$ cat src/rtl/rosc_meas_ctrl.sv
// Ring-oscillator aging measurement sequencer: reference leg, then stressed leg, reports both counts and their difference.
// Optional build macro ROSC_STRESS_EN keeps every stressed leg running while idle.
module rosc_meas_ctrl #(
    parameter int NUM_ROSC      = 4,
    parameter int SEL_W         = 2,
    parameter int CNT_W         = 16,
    parameter int SETTLE_CYCLES = 16,
    parameter int GATE_CYCLES   = 1024
) (
    input  logic                clk_i,
    input  logic                rst_i,
    input  logic                start_i,
    input  logic [SEL_W-1:0]    sel_i,
    input  logic [NUM_ROSC-1:0] ref_tgl_i,
    input  logic [NUM_ROSC-1:0] str_tgl_i,
    output logic [NUM_ROSC-1:0] ref_en_o,
    output logic [NUM_ROSC-1:0] str_en_o,
    output logic                busy_o,
    output logic                done_o,
    output logic                err_o,
    output logic [CNT_W-1:0]    cnt_ref_o,
    output logic [CNT_W-1:0]    cnt_str_o,
    output logic [CNT_W:0]      delta_o
);

    localparam logic [2:0] S_IDLE     = 3'd0;
    localparam logic [2:0] S_SETTLE_R = 3'd1;
    localparam logic [2:0] S_COUNT_R  = 3'd2;
    localparam logic [2:0] S_SETTLE_S = 3'd3;
    localparam logic [2:0] S_COUNT_S  = 3'd4;
    localparam logic [2:0] S_FIN      = 3'd5;

    localparam int TMR_MAX = (SETTLE_CYCLES > GATE_CYCLES) ? SETTLE_CYCLES : GATE_CYCLES;
    localparam int TMR_W   = (TMR_MAX > 1) ? $clog2(TMR_MAX) : 1;
    localparam logic [TMR_W-1:0]    SETTLE_LAST = TMR_W'(SETTLE_CYCLES - 1);
    localparam logic [TMR_W-1:0]    GATE_LAST   = TMR_W'(GATE_CYCLES - 1);
    localparam logic [SEL_W:0]      NUM_L       = NUM_ROSC[SEL_W:0];
    localparam logic [NUM_ROSC-1:0] ONE         = NUM_ROSC'(1);

    logic [2:0]          state_q, state_d;
    logic [TMR_W-1:0]    tmr_q, tmr_d;
    logic [SEL_W-1:0]    sel_q, sel_d;
    logic [2:0]          sync_q;
    logic [CNT_W-1:0]    cnt_ref_q, cnt_ref_d;
    logic [CNT_W-1:0]    cnt_str_q, cnt_str_d;
    logic [CNT_W:0]      delta_q, delta_d;
    logic                err_q, err_d;

    logic [NUM_ROSC-1:0] sel_oh;
    logic                ref_phase, str_phase, tgl_sel, edge_w, tmr_last;

    assign sel_oh    = ONE << sel_q;
    assign ref_phase = (state_q == S_SETTLE_R) || (state_q == S_COUNT_R);
    assign str_phase = (state_q == S_SETTLE_S) || (state_q == S_COUNT_S);
    // The pipe follows whichever leg is live; the settle window flushes stale samples after a switch.
    assign tgl_sel   = ref_phase ? |(ref_tgl_i & sel_oh) : |(str_tgl_i & sel_oh);
    assign edge_w    = sync_q[1] ^ sync_q[2];
    assign tmr_last  = ref_phase || str_phase ?
                       (((state_q == S_SETTLE_R) || (state_q == S_SETTLE_S)) ? (tmr_q == SETTLE_LAST)
                                                                               : (tmr_q == GATE_LAST))
                       : 1'b0;

    always_comb begin
        state_d   = state_q;
        tmr_d     = tmr_q + 1'b1;
        sel_d     = sel_q;
        cnt_ref_d = cnt_ref_q;
        cnt_str_d = cnt_str_q;
        delta_d   = delta_q;
        err_d     = 1'b0;
        case (state_q)
            S_IDLE: begin
                tmr_d = '0;
                if (start_i) begin
                    if ({1'b0, sel_i} < NUM_L) begin
                        sel_d     = sel_i;
                        cnt_ref_d = '0;
                        cnt_str_d = '0;
                        delta_d   = '0;
                        state_d   = S_SETTLE_R;
                    end else begin
                        err_d = 1'b1;
                    end
                end
            end
            S_SETTLE_R: if (tmr_last) begin state_d = S_COUNT_R; tmr_d = '0; end
            S_COUNT_R: begin
                if (edge_w && (cnt_ref_q != '1)) cnt_ref_d = cnt_ref_q + 1'b1;
                if (tmr_last) begin state_d = S_SETTLE_S; tmr_d = '0; end
            end
            S_SETTLE_S: if (tmr_last) begin state_d = S_COUNT_S; tmr_d = '0; end
            S_COUNT_S: begin
                if (edge_w && (cnt_str_q != '1)) cnt_str_d = cnt_str_q + 1'b1;
                if (tmr_last) begin
                    state_d = S_FIN;
                    tmr_d   = '0;
                    // Uses the final stressed count so DELTA is already valid while DONE is high.
                    delta_d = {1'b0, cnt_ref_q} - {1'b0, cnt_str_d};
                end
            end
            S_FIN: begin state_d = S_IDLE; tmr_d = '0; end
            default: begin state_d = S_IDLE; tmr_d = '0; end
        endcase
    end

    always_ff @(posedge clk_i) begin
        if (rst_i) begin
            state_q   <= S_IDLE;
            tmr_q     <= '0;
            sel_q     <= '0;
            sync_q    <= '0;
            cnt_ref_q <= '0;
            cnt_str_q <= '0;
            delta_q   <= '0;
            err_q     <= 1'b0;
        end else begin
            state_q   <= state_d;
            tmr_q     <= tmr_d;
            sel_q     <= sel_d;
            sync_q    <= {sync_q[1:0], tgl_sel};
            cnt_ref_q <= cnt_ref_d;
            cnt_str_q <= cnt_str_d;
            delta_q   <= delta_d;
            err_q     <= err_d;
        end
    end

    assign busy_o    = (state_q != S_IDLE);
    assign done_o    = (state_q == S_FIN);
    assign err_o     = err_q;
    assign cnt_ref_o = cnt_ref_q;
    assign cnt_str_o = cnt_str_q;
    assign delta_o   = delta_q;
    assign ref_en_o  = ref_phase ? sel_oh : '0;
`ifdef ROSC_STRESS_EN
    assign str_en_o  = busy_o ? (str_phase ? sel_oh : '0) : '1;
`else
    assign str_en_o  = str_phase ? sel_oh : '0;
`endif

endmodule

$ cat config.mk
export PLATFORM = sky130hd
export DESIGN_NAME = rosc_meas_ctrl
export DESIGN_NICKNAME = d
export VERILOG_FILES = /design/src/rtl/rosc_meas_ctrl.sv
export SDC_FILE = /design/constraint.sdc
export NUM_CORES = 1
export LEC_CHECK = 0
export ABC_AREA = 1
export CORE_ASPECT_RATIO = 1.5
export CORE_MARGIN = 2
export CORE_UTILIZATION = 32
export DETAILED_ROUTE_END_ITERATION = 6
export HOLD_SLACK_MARGIN = 0.03
export PLACE_DENSITY = 0.59
export SETUP_SLACK_MARGIN = 0.1
export SLEW_MARGIN = 5
export SYNTH_ARGS = -nofsm -noshare
export SYNTH_HDL_FRONTEND = slang
export SYNTH_SLANG_ARGS = --single-unit
$ cat constraint.sdc
create_clock -name clk_i -period 3.9 [get_ports clk_i]
set_clock_uncertainty 0.2 [all_clocks]
set_input_delay 1.17 -clock clk_i [delete_from_list [all_inputs] [get_ports clk_i]]
set_output_delay 1.17 -clock clk_i [all_outputs]
set_load 0.005 [all_outputs]
==> impl_metrics.csv <==
group,metric,value,unit
placement,dp_hpwl,10.5,mm
clocking,clk-insertion-delay-late,0.34,ns
grt,grt_pass1_vias,4442,
grt,grt_pass1_wl,21.8,mm
setup_path,reg2reg_from,"cnt_str_o[0]$_SDFFE_PP0P_",
finish,num-nets-final,862,
floorplan,core_area,14400,sq um
pwr,irDropWorstVdd,0.204,mV
floorplan,fp.dieW,102,microns
synthesis,synth_fp_nets,793,
clocking,hold_buffers,0,
sta,fmax,297,MHz
floorplan,row_count,54,
sta,min_period_over_period,86.4,%
setup_path,start_kind,"flop",
grt,grt_start_max_net_pins,46,
floorplan,io_pins,73,
worst_hold_path,worstHoldPathCells,2,
sta,setup_tns,0,ns
pwr,power.static_leakage,2.33,nW
floorplan,initial_utilization,32.3,%
routing,drt_drc_violations_left,0,
setup_path,arrival,3.37,ns
placement,dp_slack,0.544,ns
synthesis,ys_seq_elements,67,
clocking,root_buffer,"clkbuf_16",
routing,viasPerCell,4.69,
clocking,cts-resized-gates,0,
grt,antenna_found_initial,0,
setup_path,r2r_setup_slack,0.53,ns
floorplan,die-area,15500,sq um
synthesis,netlist_instances,759,
routing,wirelength,13.6,mm
finish,fill_cells,1549,
placement,place_inst,1013,
synthesis,yosysWarnings,0,
job,cap_viol_max_count,0,
setup_path,end_kind,"flop",
grt,grt-ovfl-total,0,
synthesis,yosysUniqueCellTypes,38,
clocking,clk_pin_slew,0.06,ns
sta,min_period,3.37,ns
setup_path,path_class,"flop to flop",
outcome,status,"complete, no violations",
routing,ant_nets,0,
routing,via_count,4826,
worst_hold_path,min_path_type,"flop to flop",
sta,worstMarginPinSlew,0.545,ns
floorplan,fp.dieH,152,microns
setup_path,critical_path.max_fanout,16,
finish,drive_gt1_share,5.04,%
sta,max_slew_margin,63.6,%
synthesis,synth_ff_type,"dfxtp_1",
sta,finalMaxSlewViolations,0,
clocking,cts_sinks,67,
synthesis,async_flop_share,0,%
sta,rsz0062_at_grt,"false",
synthesis,ys_top_cells_by_area,"dfxtp_1, nand2_1, nand3_1",
synthesis,synth-edff-count,0,
clocking,clock_path_buffers,2,
synthesis,syn_avg_cell_area,6.13,sq um
clocking,post-cts-setup-buffer-count,0,
synthesis,synth.cells.most_frequent,"nand2_1, inv_1, nand3_1",
clocking,cts_buffers,9,
routing,first_pass_iters,4,
synthesis,synthesis.area,4650,sq um
pwr,powerDensity,482,nW/um^2
sta,finalSetupViolations,0,
setup_path,required,3.90,ns
sta,setup_ws,0.529,ns
synthesis,synth_top_area_share,28.8,%
clocking,htree_levels,3,
finish,layoutNonFillerInstCount,1029,
placement,place.gp.congestion,0.946,
synthesis,yosysTopAreaCell,"dfxtp_1",
finish,diodes,0,
synthesis,ys_seq_area_share,28.8,%
finish,area_growth,25.4,%
synthesis,synth_most_common_cell,"nand2_1",
routing,dr.first_iter.drc_count,191,
sta,hold_violations,0,
worst_hold_path,worstHoldStart,"sync_q[0]$_SDFF_PP0_",
setup_path,worst_r2r_path_depth,21,
worst_hold_path,min_to,"sync_q[1]$_SDFF_PP0_",
finish,seq_area,1340,sq um
clocking,cts_tree,"yes",
finish,multiInputGateArea,2840,sq um
grt,grt_usage,18.1,%
setup_path,rr_endpoint,"delta_o[8]$_SDFFE_PP0P_",
placement,portBuffers,71,
routing,wire_per_inst,13.2,microns
flip-flops by register name, summed over array words and instances, names as in the netlist:
name / count
delta_o: 17
cnt_ref_o: 16
cnt_str_o: 16
tmr_q: 10
state_q: 3
sync_q: 3
sel_q: 2
power breakdown:
part | internal, mW | switching (mW)
logic | 0.406 | 0.839
registers | 0.722 | 0.0351
clock network | 0.495 | 0.317
total | 1.62 | 1.19
cells by family after synthesis:
kind of cell,Yosys count,share of synthesized area [%]
and+or+nand+nor,452,41.8
adders and majority gates,21,5.81
xor gates and xnor gates,25,4.71
AOI/OAI and AO/OA,75,8.58
DFF,67,28.8
other,1,0.0806
buffers and inverters,118,10.2
critical path, stage by stage (launching register included):
cell and delay, ns:
dfxtp_1 0.42, ha_1 0.27, inv_1 0.07, nor2_2 0.15, and2_2 0.18, nand2_1 0.09
nand2_4 0.17, inv_2 0.16, nand2_1 0.11, nand2_1 0.06, inv_1 0.07, ha_1 0.14
inv_1 0.05, fa_1 0.36, nand2_1 0.10, nand2_1 0.07, and2_1 0.17, nand2_1 0.06
nand2_1 0.07, xor2_1 0.14, nand2_1 0.06, a21oi_1 0.05
layout make-up:
type                            count  share of cell area [%]
Timing Repair Buffer               75                    12.7
Clock buffer                       10                    3.92
Multi-Input combinational cell    574                    48.6
Clock inverter                      6                    1.14
Sequential cell                    67                    23.0
Inverter                          101                    6.50
Tap cell                          196                    4.20
stage by stage:
step | util, % | total power [mW] | hold slack, ns | instance area [sq um]
floorplan | - | 1.68 | 0.188 | 4650
global placement | 38.5 | 2.00 | 0.207 | 5540
detailed placement | 38.5 | 2.01 | 0.195 | 5540
CTS | 40.6 | 2.84 | 0.217 | 5840
global route | 40.6 | 3.05 | 0.224 | 5840
finish | 40.6 | 2.81 | 0.214 | 5840
layer usage:
metal  track usage (%)  vias up  routed length (microns)
met1              19.4     2144                     5370
met5                 0        -                        0
met4              9.60        0                      546
li1                  -     2540                        -
met2              32.8      103                     7070
met3              3.58       39                      633
cell usage in the layout (no fill, tap or decap), types with 2 or more instances in the layout:
| cell | count |
|---|---|
| clkbuf_16 | 9 |
| nor4_1 | 2 |
| xor2_1 | 21 |
| clkdlybuf4s50_1 | 71 |
| inv_2 | 2 |
| dfxtp_1 | 67 |
| buf_4 | 4 |
| nor2_1 | 78 |
| or2_2 | 4 |
| clkinvlp_4 | 3 |
| nand3_2 | 2 |
| ha_1 | 20 |
| nand4_1 | 8 |
| nor3b_1 | 2 |
| and2_1 | 2 |
| a21oi_1 | 59 |
| nand2_1 | 243 |
| nor2_2 | 4 |
| o21ai_0 | 11 |
| nand3b_1 | 4 |
| inv_1 | 99 |
| xnor2_1 | 4 |
| nor3_1 | 7 |
| nand3_1 | 86 |
| nand2_2 | 5 |
worst max-delay path by stage:
stage / slack (ns) / cells past startpoint / from / end
detailed placement: 0.54 / 21 / cnt_str_o[0]$_SDFFE_PP0P_ / delta_o[8]$_SDFFE_PP0P_
global route: 0.10 / 22 / cnt_str_o[0]$_SDFFE_PP0P_ / delta_o[10]$_SDFFE_PP0P_
finish: 0.53 / 21 / cnt_str_o[0]$_SDFFE_PP0P_ / delta_o[8]$_SDFFE_PP0P_
CTS: 0.52 / 23 / cnt_str_o[0]$_SDFFE_PP0P_ / delta_o[16]$_SDFFE_PP0P_
global placement: 0.60 / 21 / cnt_str_o[0]$_SDFFE_PP0P_ / delta_o[8]$_SDFFE_PP0P_
floorplan: 0.88 / 22 / cnt_str_o[1]$_SDFFE_PP0P_ / delta_o[8]$_SDFFE_PP0P_
(Power assumes the default switching activity.)
